**config.mk**
```make
export PLATFORM = sky130hd
export DESIGN_NAME = uart_rx_fifo
export DESIGN_NICKNAME = d
export VERILOG_FILES = /design/src/rtl/uart_rx_fifo.sv
export SDC_FILE = /design/constraint.sdc
export NUM_CORES = 1
export LEC_CHECK = 0
export ABC_AREA = 1
export ABC_CLOCK_PERIOD_IN_PS = 3200
export BUFFER_PORTS_ARGS = -buffer_cell sky130_fd_sc_hd__buf_2
export CORE_MARGIN = 2
export CORE_UTILIZATION = 60
export CTS_CLUSTER_SIZE = 8
export DETAILED_ROUTE_END_ITERATION = 16
export GPL_ROUTABILITY_DRIVEN = 0
export PLACE_DENSITY = 0.77
export SYNTH_ARGS = -nofsm -noshare
export SYNTH_HDL_FRONTEND = slang
export SYNTH_SLANG_ARGS = --single-unit
```
**constraint.sdc**
```tcl
create_clock -name clk -period 3.2 [get_ports clk]
set_input_delay 0.32 -clock clk [delete_from_list [all_inputs] [get_ports clk]]
set_output_delay 0.32 -clock clk [all_outputs]
set_load 0.01 [all_outputs]
```
**src/rtl/uart_rx_fifo.sv**
```systemverilog
// UART 8N1 receiver (LSB first) feeding a show-ahead byte FIFO.
// Head byte is registered and moves on the same edge as the read pointer.
module uart_rx_fifo #(
   parameter int CLKS_PER_BIT = 434,
   parameter int ADDR_W       = 4
) (
   input  logic              clk,
   input  logic              reset,
   input  logic              rx,
   input  logic              rdreq,
   output logic [7:0]        data_out,
   output logic              empty,
   output logic              full,
   output logic [ADDR_W:0]   count,
   output logic              frame_err,
   output logic              overflow
);

   localparam int TW    = (CLKS_PER_BIT > 1) ? $clog2(CLKS_PER_BIT) : 1;
   localparam int DEPTH = 1 << ADDR_W;

   localparam logic [TW-1:0]   T_FULL   = TW'(CLKS_PER_BIT - 1);
   localparam logic [TW-1:0]   T_HALF   = TW'(CLKS_PER_BIT / 2 - 1);
   localparam logic [ADDR_W:0] FULL_CNT = (ADDR_W + 1)'(DEPTH);

   typedef enum logic [2:0] {
      S_IDLE,
      S_START,
      S_DATA,
      S_STOP,
      S_WAIT
   } state_e;

   state_e            state_q, state_d;
   logic              rx_meta_q, rx_s_q;
   logic [TW-1:0]     timer_q, timer_d;
   logic [2:0]        idx_q, idx_d;
   logic [7:0]        shift_q, shift_d;
   logic              ferr_q;

   logic              timer_clr, sample_bit, push, ferr;
   logic              half_hit, bit_hit;

   logic [7:0]        mem_q [DEPTH];
   logic [ADDR_W-1:0] rd_q, rd_d, wr_q, wr_d;
   logic [ADDR_W:0]   count_q, count_d;
   logic [7:0]        data_q, data_d;
   logic              ovf_q, ovf_d;
   logic              empty_w, full_w, do_pop, do_push;

   assign half_hit = (timer_q == T_HALF);
   assign bit_hit  = (timer_q == T_FULL);

   // Two-flop synchroniser; idle-high so reset reads as line idle
   always_ff @(posedge clk or negedge reset) begin
      if (!reset) begin
         rx_meta_q <= 1'b1;
         rx_s_q    <= 1'b1;
      end else begin
         rx_meta_q <= rx;
         rx_s_q    <= rx_meta_q;
      end
   end

   // Receiver state register
   always_ff @(posedge clk or negedge reset) begin
      if (!reset) state_q <= S_IDLE;
      else        state_q <= state_d;
   end

   // Receiver next-state logic
   always_comb begin
      state_d = state_q;
      unique case (state_q)
         S_IDLE:  if (!rx_s_q) state_d = S_START;
         S_START: if (half_hit) state_d = rx_s_q ? S_IDLE : S_DATA;
         S_DATA:  if (bit_hit && idx_q == 3'd7) state_d = S_STOP;
         S_STOP:  if (bit_hit) state_d = S_WAIT;
         S_WAIT:  if (rx_s_q) state_d = S_IDLE;
         default: state_d = S_IDLE;
      endcase
   end

   // Receiver per-state control strobes
   always_comb begin
      timer_clr  = 1'b0;
      sample_bit = 1'b0;
      push       = 1'b0;
      ferr       = 1'b0;
      unique case (state_q)
         S_IDLE:  timer_clr = 1'b1;
         S_START: timer_clr = half_hit;
         S_DATA: begin
            timer_clr  = bit_hit;
            sample_bit = bit_hit;
         end
         S_STOP: begin
            timer_clr = bit_hit;
            push      = bit_hit & rx_s_q;
            ferr      = bit_hit & ~rx_s_q;
         end
         S_WAIT:  timer_clr = 1'b1;
         default: timer_clr = 1'b1;
      endcase
   end

   // Bit timer, bit index and shift register next values
   always_comb begin
      timer_d = timer_clr ? '0 : timer_q + 1'b1;
      idx_d   = (state_q == S_DATA) ? idx_q + 3'(sample_bit) : 3'd0;
      shift_d = shift_q;
      if (sample_bit) shift_d[idx_q] = rx_s_q;
   end

   // Receiver datapath registers
   always_ff @(posedge clk or negedge reset) begin
      if (!reset) begin
         timer_q <= '0;
         idx_q   <= '0;
         shift_q <= '0;
         ferr_q  <= 1'b0;
      end else begin
         timer_q <= timer_d;
         idx_q   <= idx_d;
         shift_q <= shift_d;
         ferr_q  <= ferr;
      end
   end

   // FIFO control: a pop frees the slot a full-FIFO push needs
   always_comb begin
      empty_w = (count_q == '0);
      full_w  = (count_q == FULL_CNT);
      do_pop  = rdreq & ~empty_w;
      do_push = push & (~full_w | do_pop);
      ovf_d   = ovf_q | (push & full_w & ~rdreq);
      rd_d    = rd_q + ADDR_W'(do_pop);
      wr_d    = wr_q + ADDR_W'(do_push);
      count_d = count_q + (ADDR_W + 1)'(do_push)
              - (ADDR_W + 1)'(do_pop);
      data_d  = data_q;
      if (count_d != '0) begin
         if (do_push && rd_d == wr_q) data_d = shift_q;
         else                         data_d = mem_q[rd_d];
      end
   end

   // FIFO storage; contents are don't-care until written
   always_ff @(posedge clk) begin
      if (do_push) mem_q[wr_q] <= shift_q;
   end

   // FIFO pointers, count, head byte and sticky overflow
   always_ff @(posedge clk or negedge reset) begin
      if (!reset) begin
         rd_q    <= '0;
         wr_q    <= '0;
         count_q <= '0;
         data_q  <= '0;
         ovf_q   <= 1'b0;
      end else begin
         rd_q    <= rd_d;
         wr_q    <= wr_d;
         count_q <= count_d;
         data_q  <= data_d;
         ovf_q   <= ovf_d;
      end
   end

   assign data_out  = data_q;
   assign empty     = empty_w;
   assign full      = full_w;
   assign count     = count_q;
   assign frame_err = ferr_q;
   assign overflow  = ovf_q;

endmodule

```
### After elaboration in Yosys (flattened, before gate mapping)

Memory sizes are Yosys's and may differ from the RTL's. A register that Yosys moved wholly into a read port is not among the register bits.
Index checks and enable logic that the tools add are counted.

* $add $sub $neg: 6
* multiply operators: 0
* div/mod/pow operators: 0
* magnitude comparators: 2
* equal/unequal tests: 13
* shifts and indexed selects: 0
* mux-type cells: 18
* bitwise logic cells: 12
* reduce and logical (&&, ||, !) cells: 8

Operator list (count)
* 3-bit 2-to-1 mux: 6
* 3-bit one-hot mux with 5 select lines: 1
* 2-bit inequality test (second input constant): 5
* 9-bit by 1-bit adder with 9-bit output (second input constant): 1
* 9-bit by 8-bit equality test with 1-bit output (second input constant): 1
* 9-bit equality test (second input constant): 1
* 9-bit 2-to-1 mux: 1
* 4-bit by 1-bit adder with 4-bit output: 2
* 8-bit bitwise mux: 1
* 1-bit bitwise AND: 6
* 3-bit by 2-bit equality test with 1-bit output (second input constant): 2
* 3-bit equality test (second input constant): 2
* 1-bit 2-to-1 mux: 6
* 5-bit by 1-bit adder with 5-bit output: 1
* 5-bit equality test (second input constant): 1
* 5-bit logical NOT: 1
* 5-bit AND reduction: 1
* 5-bit nonzero test: 1
* 5-bit by 1-bit subtractor with 5-bit output: 1
* 3-bit by 4-bit less-than comparator with 1-bit output (second input constant): 1
* 1-bit NOT: 4
* 3-bit by 1-bit adder with 3-bit output: 1
* 1-bit demux with 3-bit select: 1
* 3-bit by 1-bit equality test with 1-bit output (second input constant): 1
* 8 further kinds: 10

* bits in registers: 40
* bits in latches: 0
* RAM bits: 128
* bits in read-only memories: 0
* bits of input ports: 4
* logic and storage cells: 71
* memories kept: 1

Memories
* mem_q: words 16, width 8, read ports 1, clocked after Yosys merged registers in 1, wr ports 1, line 44 `logic [7:0] mem_q [DEPTH];`

### Logic depth before layout (Yosys ltp)

Gate-level depths: netlist of the first run.

* depth after elaboration: 8
* mapped depth: 19
* depth with buffers taken out: 18

### Least setup slack after synthesis of the first run

Ideal clock, no wire load.

* path kind: register to register
* start: register rx_s_q
* end: register data_q[0] (netlist: data_out[0]), read port of mem_q
* setup time: 0.118 ns
* arrival time: 2.684 ns
* data required time: 3.082 ns
* slack: 0.398 ns
* stages on the path, launching flop included: 15
* path buffers: 2
* cells stage by stage: dfstp_2 buf_4 inv_2 nor3_1 nand2_1 nor2_4 buf_6 nand2_1 nand2_1 ha_1 fa_1 nor3_4 nand3_4 nand3_1 nand2_1

* word-level cells in the longest chain between the ends: 6

Ends and longest elaborated chain
* start: declaration: line 35 `logic rx_meta_q, rx_s_q;`
* start signal: assignment: line 61 `rx_s_q <= rx_meta_q;`
* 1-bit bitwise AND: line 99 `push = bit_hit & rx_s_q;`
* 1-bit 2-to-1 mux: line 90 `unique case (state_q)`
* 1-bit bitwise AND: line 135 `do_push = push & (~full_w | do_pop);`
* 5-bit by 1-bit adder with 5-bit output: line 139 `count_d = count_q + (ADDR_W + 1)'(do_push)`
* 5-bit by 1-bit subtractor with 5-bit output: line 140 `- (ADDR_W + 1)'(do_pop);`
* via count_d[1]: line 46 `logic [ADDR_W:0] count_q, count_d;`
* 5-bit nonzero test: line 142 `if (count_d != '0) begin`
* end: declaration: line 47 `logic [7:0] data_q, data_d;`

The timed path passes the listed nets, and every way through them passes these cells.
A chain may end at the register's enable or synchronous reset.

### Final worst setup path of the first run

Same ends and word-level chain as after synthesis.

==> results of run 1 <==
==> timing repair <==
| item | in CTS | in global routing |
|---|---|---|
| endpoints found under the hold margin | 1 | 0 |
| setup endpoints to repair | 0 | 6 |
| hold buffers | 1 | 0 |
| setup buffers | 0 | 4 |
==> power groups by stage <==
stage	sequential, mW	combinational, mW	clock [mW]
finish	2.63	2.55	2.10
global route	2.64	2.78	2.22
CTS	2.63	2.37	2.12
detailed placement	2.68	2.37	0
global placement	2.67	2.28	0
floorplan	2.69	1.72	0
==> synthesized netlist by cell type, types with 3 or more instances <==
| cell type | instances |
|---|---|
| nand2_1 | 250 |
| nor2_1 | 80 |
| dfrtp_1 | 46 |
| inv_1 | 42 |
| nand2_2 | 4 |
| nand3_1 | 74 |
| ha_1 | 14 |
| edfxtp_1 | 128 |
| nor3_1 | 5 |
| nand3_2 | 5 |
| o21ai_1 | 12 |
| nor2_4 | 3 |
| a21oi_1 | 15 |
| o21ai_0 | 11 |
| buf_2 | 12 |
| xor2_1 | 3 |
| clkbuf_1 | 10 |
| xnor2_1 | 4 |
| inv_2 | 6 |
| nand4_1 | 22 |
==> final timing paths <==
| path | start | to | slack (ps) | cells after the start |
|---|---|---|---|---|
| hold / removal | reset | count[3] | 80 | 1 |
| min in group clk | rdreq | overflow | 310 | 3 |
| hold reg to reg | rx_meta_q | rx_s_q | 360 | 0 |
| max in group asynchronous | reset | timer_q[3] | 2480 | 1 |
| setup / recovery | rx_s_q | data_out[0] | 280 | 12 |
| setup reg to reg | rx_s_q | data_out[0] | 280 | 12 |
==> area by class of cell <==
type,count,area (um2),share of cell area
flip-flops and latches,176,5050,0.575
inverters,48,180,0.0205
clock buffers,19,464,0.0529
well taps,172,215,0.0245
repair buffers,39,258,0.0294
clock inverters,13,148,0.0168
multi-input cells,512,2460,0.281
==> flip-flops by register name, indices dropped and copies added (netlist names), 3 cells and up <==
signal    cells
state_q       3
mem_q       128
idx_q         3
wr_q          4
count         5
shift_q       8
data_out      8
timer_q       9
rd_q          4
==> layer usage <==
| layer | share of wire | global-route usage | vias up |
|---|---|---|---|
| li1 | - | - | 2619 |
| met1 | 0.41 | 0.331 | 2673 |
| met2 | 0.51 | 0.422 | 214 |
| met3 | 0.060 | 0.0460 | 32 |
| met4 | 0.023 | 0.102 | 0 |
| met5 | 0 | 0 | - |
==> cells in the final DEF (no fill, tap or decap), types with 3 or more instances in the layout <==
cell,instances
nand4_1,22
inv_6,4
ha_1,13
nand2_1,250
clkbuf_16,18
buf_4,17
o21ai_1,12
nor2_4,3
dfrtp_1,46
edfxtp_1,128
buf_2,20
nor3_1,5
inv_2,6
xnor2_1,4
nand3_2,5
a21oi_1,15
nor2_1,80
xor2_1,3
o21ai_0,11
nand2_2,4
nand3_1,74
inv_1,42
==> kinds of logic after synthesis <==
group / Yosys count
AND/OR/NAND/NOR: 446
flip-flops: 176
buffers and inverters: 72
AO/OA/AOI/OAI: 41
adder cells (fa/ha/maj): 15
XOR/XNOR: 10
==> worst max-delay path: stages, from the launching register on <==
cell     delay, ps
dfstp_2        640
inv_2           60
nor3_1         230
nand2_1        160
nand2_1        170
nand2_1         80
ha_1           210
fa_1           410
xor2_1         210
nor3_4         270
buf_4          190
nand4_1        120
nand2_1        100
==> stage by stage <==
step,utilization,instances,setup WS (ps)
global placement,0.641,942,409
global route,0.693,979,44.8
floorplan,-,760,398
finish,0.693,979,276
detailed placement,0.641,942,235
CTS,0.690,975,220
==> reports/results.tsv, run 1 <==
stage	metric	value	unit
synth	FFs w/ async S/R, synth	0.273	
power	P_int	4.61	mW
synth	EDFF count, synth	128	
timing	Setup Skew	10.4	ps
global_route	total track usage	0.253	
power	Clock Power Share	0.289	
power	post-layout power	7.29	mW
synth	syn_area_per_cell	10.3	um2
clocking	clock sinks	176	
die	die width	118	um
synth	post-synthesis simple-gate area fraction	0.246	
layout	n_diodes	0	
timing	fin crit period	2920	ps
layout	fin area	8780	um2
drt	First-pass DRT Iterations	5	
clocking	insertion delay to the later sink of the worst-skew pair	430	ps
timing	crit share post-route	0.914	
die	Ports	21	
clocking	CTS tree	yes	
status	outcome	finished clean	
worst_setup_path	Crit. End Element	register	
clocking	CTS H-tree depth	4	
min_path	Hold/Removal Path Class	input port to asynchronous set/reset pin	
die	Die Ht	118	um
global_route	vias in the first global route	5404	
global_route	first-pass GRT wire length	27000	um
drt	final WL	16700	um
worst_setup_path	Critical Path Source Type	register	
synth	Post-Syn Instances	760	
synth	largest family of logic cells by synthesized area	simple AND/OR/NAND/NOR gates	
global_route	initial antenna violation count	0	
timing	final setup violation count	0	
placed_design	placed cell areas	8130	um2
global_route	pin count of the biggest net entering global routing	49	
die	initial core utilization	0.616	
layout	share of layout cells above drive strength 1	0.120	
timing	Hold WS	80.2	ps
synth	Post-Syn Area	7810	um2
die	num rows	41	
clocking	Clock Path Buffers	2	
synth	area share of the leading cell type in the synthesized netlist	0.492	
drt	via count	5538	
power	Comb power frac	0.350	
timing	RSZ-0062 raised after global routing	no	
synth	Synth Area in Adders	0.0250	
synth	Mapped Nets	779	
power	Lkg Pwr	3.91	nW
layout	P&R area growth vs syn	12.4	%
timing	Max Fclk	342	MHz
drt	DRC Markers	0	
synth	Syn. warnings	0	
clocking	Worst-path clk slew	70	ps
power	net switching power	2.68	mW
clocking	Root Buffer Master	clkbuf_16	
clocking	Num CTS Buffers	17	
power	power density cells	831	nW/um2
worst_setup_path	CP Class	register to register	
placed_design	Port Buffers	20	
worst_setup_path	critical-path maximum fanout	10	
synth	XOR/XNOR Fraction of Synth Area	0.0170	
timing	setup_tns	0	ps
synth	Compound-Gate Fraction of Synth Area	0.0274	
die	Core Region	12700	um2
timing	worst-margin pin slew	1040	ps
power	Sw Share	0.367	
synth	mux cell area share after synthesis	0	
layout	Fill cells	909	
global_route	global route total overflow	0	
timing	max_slew headroom	0.304	
clocking	post-CTS resize count	0	
drt	vias per std cell	5.66	
power	sequential power share	0.361	
synth	post-synth cell types	32	
power	Worst VDD drop	0.354	mV
synth	Synth Register Bits	176	
synth	ys flop type	edfxtp_1	
timing	Final Hold Viols	0	
placed_design	HPWL after detailed placement	11000	um
worst_setup_path	WP data required	3570	ps
drt	Iter 0 DRT Violations	553	
drt	DR WL/cell	17.0	um
synth	area leader, netlist	edfxtp_1	
drt	ANT nets after route	0	
synth	biggest area contributors in the synthesized netlist	edfxtp_1 (49%), dfrtp_1 (15%), nand2_1 (12%)	
layout	fin nets	813	
worst_setup_path	CP arrival	3290	ps
synth	part of the Yosys area used for sequential elements	0.647	
timing	Max Slew Vio Count	0	
die	full die area	13900	um2
run	max-cap violation count	0	
Power figures use the tool's default switching activity.
==> run 2, diff against run 1 <==
- ABC_AREA: 1 -> default
- ABC_CLOCK_PERIOD_IN_PS: 3200 -> default
- SKIP_CTS_REPAIR_TIMING: default -> 1
==> run 2 against run 1 <==
Effect of this change: final cell count shrank 31%; wire length shrank 9.7%; largest power group unchanged; global-route usage down 1.1 points; clock skew fell by 2.7 ps; critical path depth decreased by 2; worst setup slack got worse by 140 ps; non-clock buffer count up 14; clock power shrank 7%; combinational power fell by 33%; highest routed layer unchanged; critical endpoint is now data_out[5].
==> reports/results.tsv, run 2 <==
stage	metric	value	unit	change
placed_design	Port Buffers	20		unchanged
timing	Final Hold Viols	0		unchanged
layout	most frequent cells in the layout	edfxtp_1 (128), dfrtp_1 (46), mux4_2 (32)		
timing	Max Slew Vio Count	0		unchanged
timing	RSZ-0062 raised after global routing	no		
die	Core Region	12100	um2	-4.4%
timing	fin crit period	3070	ps	+142 ps
synth	Synth Register Bits	176		unchanged
synth	most instantiated cells after synthesis	edfxtp_1 (128), dfrtp_1 (46), mux4_2 (32)		
global_route	pin count of the biggest net entering global routing	49		unchanged
layout	Core Util, Final	0.710		+0.0172
synth	area leader, netlist	edfxtp_1		
global_route	initial antenna violation count	0		unchanged
layout	Largest register FFs	128		unchanged
worst_setup_path	RR Endpoint	data_out[5]		
layout	fin nets	514		-37%
drt	DRC Markers	0		unchanged
die	num rows	40		-2.4%
clocking	clock sinks	176		unchanged
worst_setup_path	R2R Path Start	count[2]		
clocking	insertion delay to the later sink of the worst-skew pair	430	ps	about the same
layout	Biggest register	mem_q		
layout	P&R area growth vs syn	14.6	%	
placed_design	HPWL after detailed placement	9610	um	-12%
clocking	Root Buffer Master	clkbuf_16		
layout	multi-input logic area	2360	um2	-4.4%
drt	Iter 0 DRT Violations	400		-28%
synth	Post-Syn Area	7500	um2	-3.9%
worst_setup_path	Critical Path Source Type	register		
synth	most frequent cell after synthesis	edfxtp_1		
placed_design	placed insts	641		-32%
layout	Final Non-Filler Cells	676		-31%
power	post-layout power	6.24	mW	-14%
synth	ys flop type	edfxtp_1		
layout	share of layout cells above drive strength 1	0.303		+0.183
worst_setup_path	critical-path maximum fanout	17		+7
drt	vias per std cell	6.04		+6.8%
synth	biggest area contributors in the synthesized netlist	edfxtp_1 (51%), dfrtp_1 (15%), mux4_2 (9.6%)		
timing	final setup violation count	0		unchanged
die	Ports	21		unchanged
clocking	CTS H-tree depth	4		unchanged
worst_setup_path	R2R Setup Slk	130	ps	-140 ps
power	power density cells	725	nW/um2	-13%
synth	Mapped Nets	459		-41%
timing	worst-margin pin slew	1070	ps	+26.7 ps
clocking	Num CTS Buffers	17		unchanged
drt	First-pass DRT Iterations	5		unchanged
worst_setup_path	CP Class	register to register		
layout	biggest regs	mem_q: 128 flops, timer_q: 9 flops		
clocking	Clock Path Buffers	2		unchanged
drt	final WL	15100	um	-9.7%
worst_setup_path	worst r2r path cells	10		-2
synth	area share of the leading cell type in the synthesized netlist	0.512		+0.0200
synth	FFs w/ async S/R, synth	0.273		unchanged
timing	Setup Skew	7.67	ps	-2.69 ps
die	initial core utilization	0.619		+0.00335
die	Die Ht	116	um	-1.9%
global_route	global route total overflow	0		unchanged
status	outcome	finished clean		
synth	part of the Yosys area used for sequential elements	0.673		+0.0262
min_path	Hold/Removal Path Class	input port to asynchronous set/reset pin		
worst_setup_path	CP max-delay cell	xnor2_4		
global_route	first-pass GRT wire length	23100	um	-15%
power	Lkg Pwr	3.53	nW	-9.8%
layout	n_diodes	0		unchanged
layout	Fill cells	756		-17%
worst_setup_path	Max stage delay on crit path	680	ps	+40 ps
clocking	CTS tree	yes		
synth	post-synth cell types	53		+66%
layout	most common cell after layout, fill and taps aside	edfxtp_1		
drt	ANT nets after route	0		unchanged
worst_setup_path	CP Cell Sequence	inv_1 -> ha_1 -> nor4b_2 -> nor2b_1 -> ha_2 -> and3_4 -> xnor2_4 -> mux2i_1 -> mux2_2 -> o211ai_1		
timing	crit share post-route	0.958		+0.0442
worst_setup_path	Crit. End Element	register		
clocking	Worst-path clk slew	70	ps	about the same
synth	Post-Syn Instances	440		-42%
timing	Max Fclk	326	MHz	-4.6%
timing	Hold WS	86.8	ps	+6.60 ps
worst_setup_path	CP arrival	3410	ps	+120 ps
die	die width	116	um	-1.9%
global_route	total track usage	0.243		-0.0107
worst_setup_path	WP data required	3550	ps	-20 ps
global_route	vias in the first global route	4079		-25%
drt	via count	4085		-26%
layout	register area	5050	um2	unchanged
synth	EDFF count, synth	128		unchanged
synth	syn_area_per_cell	17.1	um2	+66%
run	max-cap violation count	0		unchanged
die	full die area	13400	um2	-3.8%
drt	DR WL/cell	22.3	um	+31%
power	Worst VDD drop	0.713	mV	+100%
synth	Syn. warnings	0		unchanged
timing	max_slew headroom	0.286		-0.0178
==> run 2: cell count changes in the layout (fill, tap and decap cells not counted), moves of 8 or more <==
cell,before,now
nand4_1,22,0
o211ai_1,0,17
nand3_1,74,18
buf_4,17,30
a21oi_1,15,1
o21ai_1,12,1
mux4_2,0,32
nand2_1,250,14
nor3_1,5,14
mux2i_1,0,16
o21ai_0,11,3
mux2_2,0,15
nor2_1,80,31
inv_1,42,12
==> run 2: routing by layer <==
layer / part of all wire / global-route usage / up-vias / routed length, um
met1: 0.43 / 0.339 / 2112 / 6440
met2: 0.50 / 0.387 / 131 / 7470
met4: 0.019 / 0.0762 / 0 / 286
met5: 0 / 0 / - / 0
met3: 0.057 / 0.0565 / 18 / 861
li1: - / - / 1824 / -
==> run 2: critical path, delay by kind of cell, from the launching register on <==
| kind | cells | cell delay [ps] |
|---|---|---|
| XOR/XNOR | 1 | 680 |
| AO/OA/AOI/OAI | 1 | 150 |
| AND/OR/NAND/NOR | 3 | 580 |
| multiplexers | 2 | 660 |
| buffers and inverters | 1 | 100 |
| adder cells (fa/ha/maj) | 2 | 400 |
| flip-flops | 1 | 410 |
==> run 2: worst max-delay path by stage <==
stage,startpoint,to,slack [ps]
global route,count[2],data_out[5],10
global placement,timer_q[1],data_out[3],140
detailed placement,timer_q[1],data_out[3],-20
CTS,timer_q[1],data_out[3],-20
finish,count[2],data_out[5],130
floorplan,timer_q[1],data_out[0],130
==> run 2: final cells by class <==
type / instances / area share
flip-flops and latches: 176 / 0.587
multi-input cells: 235 / 0.274
clock buffers: 17 / 0.0495
repair buffers: 53 / 0.0437
well taps: 168 / 0.0244
clock inverters: 15 / 0.0160
inverters: 12 / 0.00524
==> run 2: through the flow <==
step           TNS, ps  setup slack [ps]  area (um2)
6_report             0               135        8600
3_5_place_dp     -24.9             -24.9        7990
3_3_place_gp         0               142        7990
2_1_floorplan        0               128        7510
5_1_grt              0              9.79        8600
4_1_cts          -37.0             -23.2        8550
==> run 2: cell families after synthesis <==
logic type	Yosys count	share of synthesized area
flip-flops	176	0.673
AND/OR/NAND/NOR	108	0.0847
multiplexers	64	0.141
AO/OA/AOI/OAI	30	0.0297
buffers and inverters	29	0.0182
XOR/XNOR	18	0.0272
adder cells (fa/ha/maj)	15	0.0260
==> run 2: where the power goes <==
group          total (mW)  switching [mW]  internal (mW)
combinational        1.71           0.928          0.778
sequential           2.57          0.0824           2.49
clock                1.96           0.883           1.08
